--- config.mk ---
export PLATFORM = sky130hd
export DESIGN_NAME = square_wave_gen
export DESIGN_NICKNAME = d
export VERILOG_FILES = /design/src/rtl/square_wave_gen.sv
export SDC_FILE = /design/constraint.sdc
export NUM_CORES = 1
export LEC_CHECK = 0
export ABC_AREA = 1
export BUFFER_PORTS_ARGS = -buffer_cell sky130_fd_sc_hd__buf_4
export CAP_MARGIN = 5
export CORE_AREA = 5 5 66 68
export CTS_CLUSTER_DIAMETER = 40
export CTS_CLUSTER_SIZE = 28
export DETAILED_ROUTE_END_ITERATION = 10
export DIE_AREA = 0 0 71 73
export PLACE_DENSITY_LB_ADDON = 0.1
export SYNTH_ARGS = -nofsm -noshare
export SYNTH_HDL_FRONTEND = slang
export SYNTH_SLANG_ARGS = --single-unit
--- constraint.sdc ---
create_clock -name clk -period 3.6 [get_ports clk]
set_input_delay 0.18 -clock clk [delete_from_list [all_inputs] [get_ports clk]]
set_output_delay 0.18 -clock clk [all_outputs]
set_load 0.01 [all_outputs]
--- src/rtl/square_wave_gen.sv ---
// Square-wave generator: high for m*DIV cycles, low for n*DIV cycles, repeating
// while en is held. m/n are latched at each period start; en is honoured only at period boundaries.
module square_wave_gen #(
    parameter int W   = 4,
    parameter int DIV = 10
) (
    input  logic         clk,
    input  logic         rst_n,
    input  logic         en,
    input  logic [W-1:0] m,
    input  logic [W-1:0] n,
    output logic         wave,
    output logic         rise,
    output logic         fall,
    output logic         busy
);

    localparam int PW = (DIV > 1) ? $clog2(DIV) : 1;

    typedef enum logic [1:0] {
        IDLE = 2'd0,
        HIGH = 2'd1,
        LOW  = 2'd2
    } state_t;

    state_t         state;
    state_t         state_nx;
    logic [PW-1:0]  pre;
    logic [W-1:0]   unit;
    logic [W-1:0]   m_lat;
    logic [W-1:0]   n_lat;

    logic [W-1:0]   phase_len;
    logic           pre_last;
    logic           phase_done;
    logic           boundary;
    logic           latch;
    logic           wave_d;
    logic           rise_d;
    logic           fall_d;
    logic           busy_d;

    // First state of a new period for a freshly latched m/n pair.
    function automatic state_t start_state(input logic [W-1:0] hm, input logic [W-1:0] hn);
        if (hm != '0)      return HIGH;
        else if (hn != '0) return LOW;
        else               return IDLE;
    endfunction

    // State, counters, latched operands and registered outputs.
    // NOTE: sequential state uses non-blocking assignments so every register samples pre-edge values.
    // NOTE: the latched m/n are ordinary registers (not a memory), so they are reset like the rest.
    always_ff @(posedge clk or negedge rst_n) begin
        if (!rst_n) begin
            state <= IDLE;
            pre   <= '0;
            unit  <= '0;
            m_lat <= '0;
            n_lat <= '0;
            wave  <= 1'b0;
            rise  <= 1'b0;
            fall  <= 1'b0;
            busy  <= 1'b0;
        end else begin
            state <= state_nx;
            if (latch) begin
                m_lat <= m;
                n_lat <= n;
            end
            // Counters clear on every phase entry, so they never need to wrap.
            if (state == IDLE || phase_done) begin
                pre  <= '0;
                unit <= '0;
            end else if (pre_last) begin
                pre  <= '0;
                unit <= unit + W'(1);
            end else begin
                pre  <= pre + PW'(1);
            end
            wave <= wave_d;
            rise <= rise_d;
            fall <= fall_d;
            busy <= busy_d;
        end
    end

    // Next-state logic.
    // NOTE: every signal gets a default first so no path leaves it unassigned (no latch inferred).
    always_comb begin
        phase_len  = (state == HIGH) ? m_lat : n_lat;
        pre_last   = (pre == PW'(DIV - 1));
        phase_done = (state != IDLE) && pre_last && (unit == phase_len - W'(1));
        boundary   = (state == IDLE) ||
                     (phase_done && ((state == LOW) || (n_lat == '0)));
        latch      = boundary && en;
        state_nx   = state;
        if (boundary) begin
            state_nx = en ? start_state(m, n) : IDLE;
        end else if (phase_done) begin
            state_nx = LOW;
        end
    end

    // Output logic: next values of the registered outputs, derived from the next state.
    always_comb begin
        wave_d = (state_nx == HIGH);
        busy_d = (state_nx != IDLE);
        rise_d = wave_d && !wave;
        fall_d = !wave_d && wave;
    end

endmodule

==> results of run 1 <==
==> worst max path at each step <==
| stage | cells after the start | endpoint | slack (ns) | start |
|---|---|---|---|---|
| after detailed placement | 15 | fall | 1.26 | state[0] |
| after CTS | 15 | fall | 1.24 | state[0] |
| final | 15 | fall | 1.27 | state[0] |
| after floorplan | 16 | fall | 1.53 | state[1] |
| after global placement | 15 | fall | 1.26 | state[0] |
| after global routing | 15 | fall | 0.98 | state[0] |
==> placed cells by master (no fill, tap or decap), types with 3 or more instances in the layout <==
cell / Yosys / layout
buf_4: 0 / 14
inv_1: 18 / 18
nor2_2: 3 / 3
ha_1: 4 / 4
nand4_1: 3 / 3
o21ai_0: 8 / 8
clkbuf_8: 0 / 3
xor2_1: 3 / 3
nor2_1: 11 / 11
nand3_1: 17 / 17
nand2_1: 40 / 40
dfrtp_1: 22 / 22
==> synthesized netlist by cell type (all sizes together) <==
cell type,instances
o21ai,10
nor4,2
or2,1
buf,2
ha,4
nand4,3
a21oi,3
nand2,44
inv,20
dfrtp,22
xnor2,2
nand3,18
xor2,3
nor3b,1
nor2,14
==> per-stage QoR <==
stage	hold WS, ns	util [%]	setup WS (ns)	area [sq um]
6_report	0.1252	38.14	1.266	1449
5_1_grt	0.1224	38.14	0.9805	1449
4_1_cts	0.1196	38.14	1.235	1449
3_5_place_dp	0.09630	36.00	1.263	1368
3_3_place_gp	0.09132	36.00	1.264	1368
2_1_floorplan	-0.1156	-	1.525	1222
==> registers in the layout (all words and copies together) (netlist names) <==
name   flops
unit       4
wave       1
rise       1
state      2
busy       1
n_lat      4
m_lat      4
pre        4
fall       1
==> repair_timing <==
action / CTS / global route
hold buffers: 1 / 0
endpoints found under the hold margin: 22 / 0
gates resized for setup: 0 / 0
setup endpoints to repair: 0 / 0
==> final cells by class <==
type,instances,area (sq um)
well taps,50,62.56
multi-input cells,105,571.8
repair buffers,15,115.1
clock inverters,1,30.03
clock buffers,3,41.29
fillers,410,2350
inverters,20,77.57
flip-flops and latches,22,550.5
==> metal layers <==
metal	wire [um]	track usage [%]	part of all wire [%]	up-vias
li1	-	-	-	506
met1	1169	15.09	48	434
met5	0	0	0	-
met4	51	5.010	2.1	0
met2	1131	18.02	46	13
met3	90	2.342	3.7	5
==> power groups by stage <==
stage	Sequential (mW)	Combinational, mW	Clock [mW]
after floorplan	0.400	0.372	0
after global placement	0.419	0.448	0
after detailed placement	0.420	0.455	0
after CTS	0.415	0.460	0.243
after global routing	0.432	0.537	0.254
final	0.415	0.449	0.232
==> critical path, delay by kind of cell, from the launching register on <==
family / cells / cell delay (ns)
fa+ha+maj: 1 / 0.31
flops: 1 / 0.55
simple gates: 14 / 1.38
==> cells by family after synthesis <==
group,count (synthesis)
fa+ha+maj,4
simple gates,83
xor+xnor,5
buf+inv,22
compound gates,13
flops,22
==> results.py, run 1 <==
metrics = {
    "worst_setup_path": {
        "required_ns": 3.77,
        "path_cells": "nand2_4 -> nand2_1 -> nand2_1 -> ha_1 -> or2_2 -> nand3_1 -> nor2_1 -> nand2_1 -> nor2_2 -> nand2_1 -> nand2_1 -> nand3_1 -> nand2_1 -> nor2_2 -> nor2_2",
        "cp-start-kind": "flip-flop",
        "reg2reg_depth": 15,
        "worst_r2r_endpoint": "fall",
        "reg2reg_from": "state[0]",
        "cp_slowest_cell": "dfrtp_1",
        "rrSetupSlack_ns": 1.27,
        "critPathCaptureType": "flip-flop",
        "max_stage_delay_ns": 0.55,
        "worstPathArrival_ns": 2.50,
        "crit_type": "reg -> reg",
        "crit_top_cell": "nand2_1",
        "crit_fanout": 10,
    },
    "flow_run": {
        "max_cap_viol_count": 0,
    },
    "cts": {
        "cts-root-buf": "clkbuf_8",
        "clkTransAtPathRegs_ns": 0.08,
        "clk_path_buf_depth": 2,
        "clock_latency_ns": 0.27,
        "cts_tree": "done",
        "numCtsBuffers": 3,
        "cts_sinks": 22,
        "h-tree-depth": 1,
        "postCtsSetupBuffers": 0,
    },
    "detailed_routing": {
        "drt-total-wl_um": 2443,
        "ant_nets": 0,
        "vias": 958,
        "drc_errors": 0,
        "firstDrtPassIters": 4,
        "wl_per_cell_um": 11.31,
        "drt_iter0_markers": 22,
        "vias_per_cell": 4.435,
    },
    "synth": {
        "synth_top_family_by_area": "simple AND/OR/NAND/NOR gates",
        "synthAdderAreaFrac_pct": 4.094,
        "yosysSeqAreaShare_pct": 45.04,
        "yosys.area.top_type": "dfrtp_1",
        "netlist.area_leader.share_pct": 45.04,
        "synthSimpleGateAreaFrac_pct": 32.24,
        "netlist_instances": 149,
        "synth_compound_area_share_pct": 6.858,
        "yosys_warnings": 0,
        "synthMuxAreaShare_pct": 0,
        "synthTopCellsByArea": "dfrtp_1, nand2_1, nand3_1",
        "synth_nets": 164,
        "ys_ff_latch": 22,
        "ys_types": 24,
        "netlist_area_sq_um": 1222,
        "synth-xor-area-share_pct": 3.582,
        "synth_area_per_cell_sq_um": 8.204,
    },
    "min_path": {
        "hp-class": "in -> reg",
        "hp-start": "m[2]",
        "holdPathEnd": "m_lat[2]",
        "hold_path_depth": 3,
    },
    "cells_and_area": {
        "layout.nets": 182,
        "instances_no_fill": 216,
        "area_growth_pct": 18.53,
        "final_layout_size_suffix_gt1_share_pct": 19.28,
        "diodes": 0,
    },
    "place": {
        "gp_congestion": 0.7163,
        "place_inst": 211,
        "io_buffers": 14,
        "dp_hpwl_um": 1912,
    },
    "sta": {
        "worst_pin_slew_ns": 0.3774,
        "fmax_mhz": 428.5,
        "fin_crit_ns": 2.334,
        "hold_violations": 0,
        "finalCritPeriodShare_pct": 64.83,
        "worst_clock_skew_ns": 0.003563,
        "setup_viol": 0,
        "relSlewSlack_pct": 74.78,
        "rsz0062_at_grt": "no",
        "fin_setup_tns_ns": 0,
        "drv_slew": 0,
    },
    "power_and_ir_drop": {
        "pwr-share-comb_pct": 41.0,
        "internal_power_mw": 0.6706,
        "p_clk_share_pct": 21.2,
        "seqPwrFrac_pct": 37.9,
        "total_power_mw": 1.096,
        "vdd_ir_drop_max_v": 0.0002045,
        "p_leak_nw": 0.7137,
        "powerDensity_nw_per_um2": 756.7,
        "p_sw_mw": 0.4257,
        "switching_share_pct": 38.83,
    },
    "die": {
        "fp.dieW_um": 71,
        "core_sq_um": 3799,
        "start_util_pct": 32.18,
        "die_area_sq_um": 5183,
        "ios": 15,
        "row_count": 23,
        "die_h_um": 73,
    },
    "grt": {
        "antenna_found_initial": 0,
        "overflow": 0,
        "grt_pass1_wl_um": 4664,
        "grt_max_degree": 23,
        "grt_pass1_vias": 1014,
        "grt_usage_pct": 11.40,
    },
    "status": {
        "status": "finished clean",
    },
}
Power figures use the tool's default switching activity.
==> run 2: changes to the inputs <==
- ABC_AREA: 1 -> 0
- CORE_AREA: 5 5 66 68 -> 5 5 63 65
- DIE_AREA: 0 0 71 73 -> 0 0 68 70
- clock period: 3.6 -> 1.9 ns (I/O delays scaled with it)
==> results.py, run 2 <==
metrics = {
    "status": {
        "status": "finished with violations",
        "violations": "setup timing",
    },
    "synth": {
        "ys.flop_type": "dfrtp_1",
        "yosys_warnings": 0,
        "netlist.area_leader.share_pct": 48.94,
        "yosysMostFrequentCell": "dfrtp_1",
        "synth_edf_count": 0,
        "netlist_instances": 97,
        "synth_nets": 112,
        "netlist_area_sq_um": 1125,
        "ys_types": 33,
        "synthTopCellsByCount": "dfrtp_1, nor2_1, mux2_2, nand2_1, xor2_1",
        "async_flop_share_pct": 100.0,
        "synthTopCellsByArea": "dfrtp_1, mux2_2, xor2_1",
        "yosysSeqAreaShare_pct": 48.94,
        "yosys.area.top_type": "dfrtp_1",
        "ys_ff_latch": 22,
        "synth_area_per_cell_sq_um": 11.60,
    },
    "cells_and_area": {
        "layout_commonest_cell": "buf_4",
        "area_growth_pct": 45.27,
        "layout.nets": 159,
        "final_util_pct": 49.75,
        "instances_no_fill": 189,
        "final_cell_mix": "buf_4, dfrtp_1, nor2_1",
        "diodes": 0,
        "final_area_sq_um": 1634,
        "nFillCells": 311,
        "final_layout_size_suffix_gt1_share_pct": 48.95,
    },
    "sta": {
        "finalCritPeriodShare_pct": 143.9,
        "relSlewSlack_pct": 71.77,
        "hold_violations": 0,
        "fin_setup_tns_ns": -12.27,
        "worst_pin_slew_ns": 0.4180,
        "worst_slack_ns": -0.8332,
        "worst_clock_skew_ns": 0.003146,
        "setup_viol": 18,
        "fin_crit_ns": 2.733,
        "worst_hold_slack_ns": 0.01589,
        "drv_slew": 0,
        "rsz0062_at_grt": "yes",
        "fmax_mhz": 365.9,
    },
    "cts": {
        "cts_sinks": 22,
        "h-tree-depth": 1,
        "cts_tree": "done",
        "cts-root-buf": "clkbuf_4",
        "clock_latency_ns": 0.31,
        "numCtsBuffers": 3,
        "clk_path_buf_depth": 2,
        "clkTransAtPathRegs_ns": 0.13,
    },
    "die": {
        "start_util_pct": 34.25,
        "core_sq_um": 3284,
        "ios": 15,
        "row_count": 21,
        "fp.dieW_um": 68,
        "die_h_um": 70,
        "die_area_sq_um": 4760,
    },
    "detailed_routing": {
        "ant_nets": 0,
        "wl_per_cell_um": 13.07,
        "vias": 866,
        "vias_per_cell": 4.582,
        "firstDrtPassIters": 3,
        "drt_iter0_markers": 29,
        "drc_errors": 0,
        "drt-total-wl_um": 2470,
    },
    "grt": {
        "grt_usage_pct": 11.58,
        "grt_pass1_wl_um": 4133,
        "grt_max_degree": 23,
        "grt_pass1_vias": 908,
        "overflow": 0,
        "antenna_found_initial": 0,
    },
    "place": {
        "gp_congestion": 0.7694,
        "dp_slack_ns": -0.8635,
        "dp_hpwl_um": 1896,
        "dpl_cell_area_sq_um": 1485,
        "place_inst": 181,
        "io_buffers": 14,
    },
    "worst_setup_path": {
        "reg2reg_depth": 10,
        "critPathCaptureType": "flip-flop",
        "cp-start-kind": "flip-flop",
        "crit_fanout": 8,
        "required_ns": 2.11,
        "worstPathArrival_ns": 2.94,
        "crit_type": "reg -> reg",
    },
    "power_and_ir_drop": {
        "vdd_ir_drop_max_v": 0.0005785,
        "p_leak_nw": 0.7386,
        "total_power_mw": 2.857,
        "powerDensity_nw_per_um2": 1748,
    },
    "min_path": {
        "hp-class": "in -> reg",
        "hold_path_depth": 2,
    },
    "flow_run": {
        "max_cap_viol_count": 0,
    },
}
[run 2: cell types whose count changed in the layout (fill, tap and decap cells not counted), sizes merged, moves of 2 or more]
cell,change
or4,+2
inv,-18
nand3,-16
nand4,-2
xor2,+3
nand2,-36
nor2,-5
nor3,+3
xnor2,+3
or2,+2
mux2,+8
buf,+28
mux2i,+4
o21ai,-6
[run 2: final cells by class]
| class | instances | area [sq um] | share of cell area, % |
|---|---|---|---|
| Multi-Input combinational cell | 72 | 636.9 | 38.97 |
| Sequential cell | 22 | 550.5 | 33.69 |
| Timing Repair Buffer | 43 | 345.3 | 21.13 |
| Tap cell | 46 | 57.56 | 3.522 |
| Clock buffer | 4 | 36.28 | 2.221 |
| Inverter | 2 | 7.507 | 0.4594 |
[run 2: critical path, stage by stage, from the launching register on]
cell,delay (ns)
dfrtp_1,0.44
nand2b_4,0.12
mux2i_4,0.24
ha_2,0.19
xor2_1,0.16
xnor2_1,0.08
or4_4,0.51
or2_4,0.27
a21oi_4,0.14
buf_12,0.14
mux2_2,0.33
[run 2: per-layer routing]
metal,vias up,routed length [um],share of wire [%],GRT usage (%)
met3,4,65,2.6,1.923
met1,421,1191,48,16.20
met2,10,1168,47,17.13
met5,-,0,0,0
met4,0,45,1.8,5.298
li1,431,-,-,-
[run 2: worst paths after layout]
path	startpoint	end	slack, ns
min in group asynchronous	rst_n	fall	0.19
max reg2reg	state[0]	m_lat[0]	-0.83
max in group asynchronous	rst_n	busy	1.48
max	state[0]	m_lat[0]	-0.83
min	n[3]	n_lat[3]	0.02
min reg2reg	wave	rise	0.49
[run 2: cell families after synthesis]
group | Yosys count | synth area share (%)
mux | 12 | 12.68
flops | 22 | 48.94
simple gates | 35 | 16.69
xor+xnor | 11 | 8.565
compound gates | 10 | 7.007
buf+inv | 3 | 1.669
fa+ha+maj | 4 | 4.450
[run 2: power breakdown]
part | switching (mW) | leakage, nW | internal (mW)
logic | 0.725 | 0.449 | 1.03
registers | 0.163 | 0.268 | 0.673
clock network | 0.151 | 0.0210 | 0.117
[run 2: repair_timing]
item / CTS / global route
cloned: 0 / 0
endpoints found under the hold margin: 22 / 0
pin swaps: 3 / 5
setup endpoints to repair: 18 / 18
hold buffers: 1 / 0
setup buffers: 2 / 1
resized for setup: 11 / 5
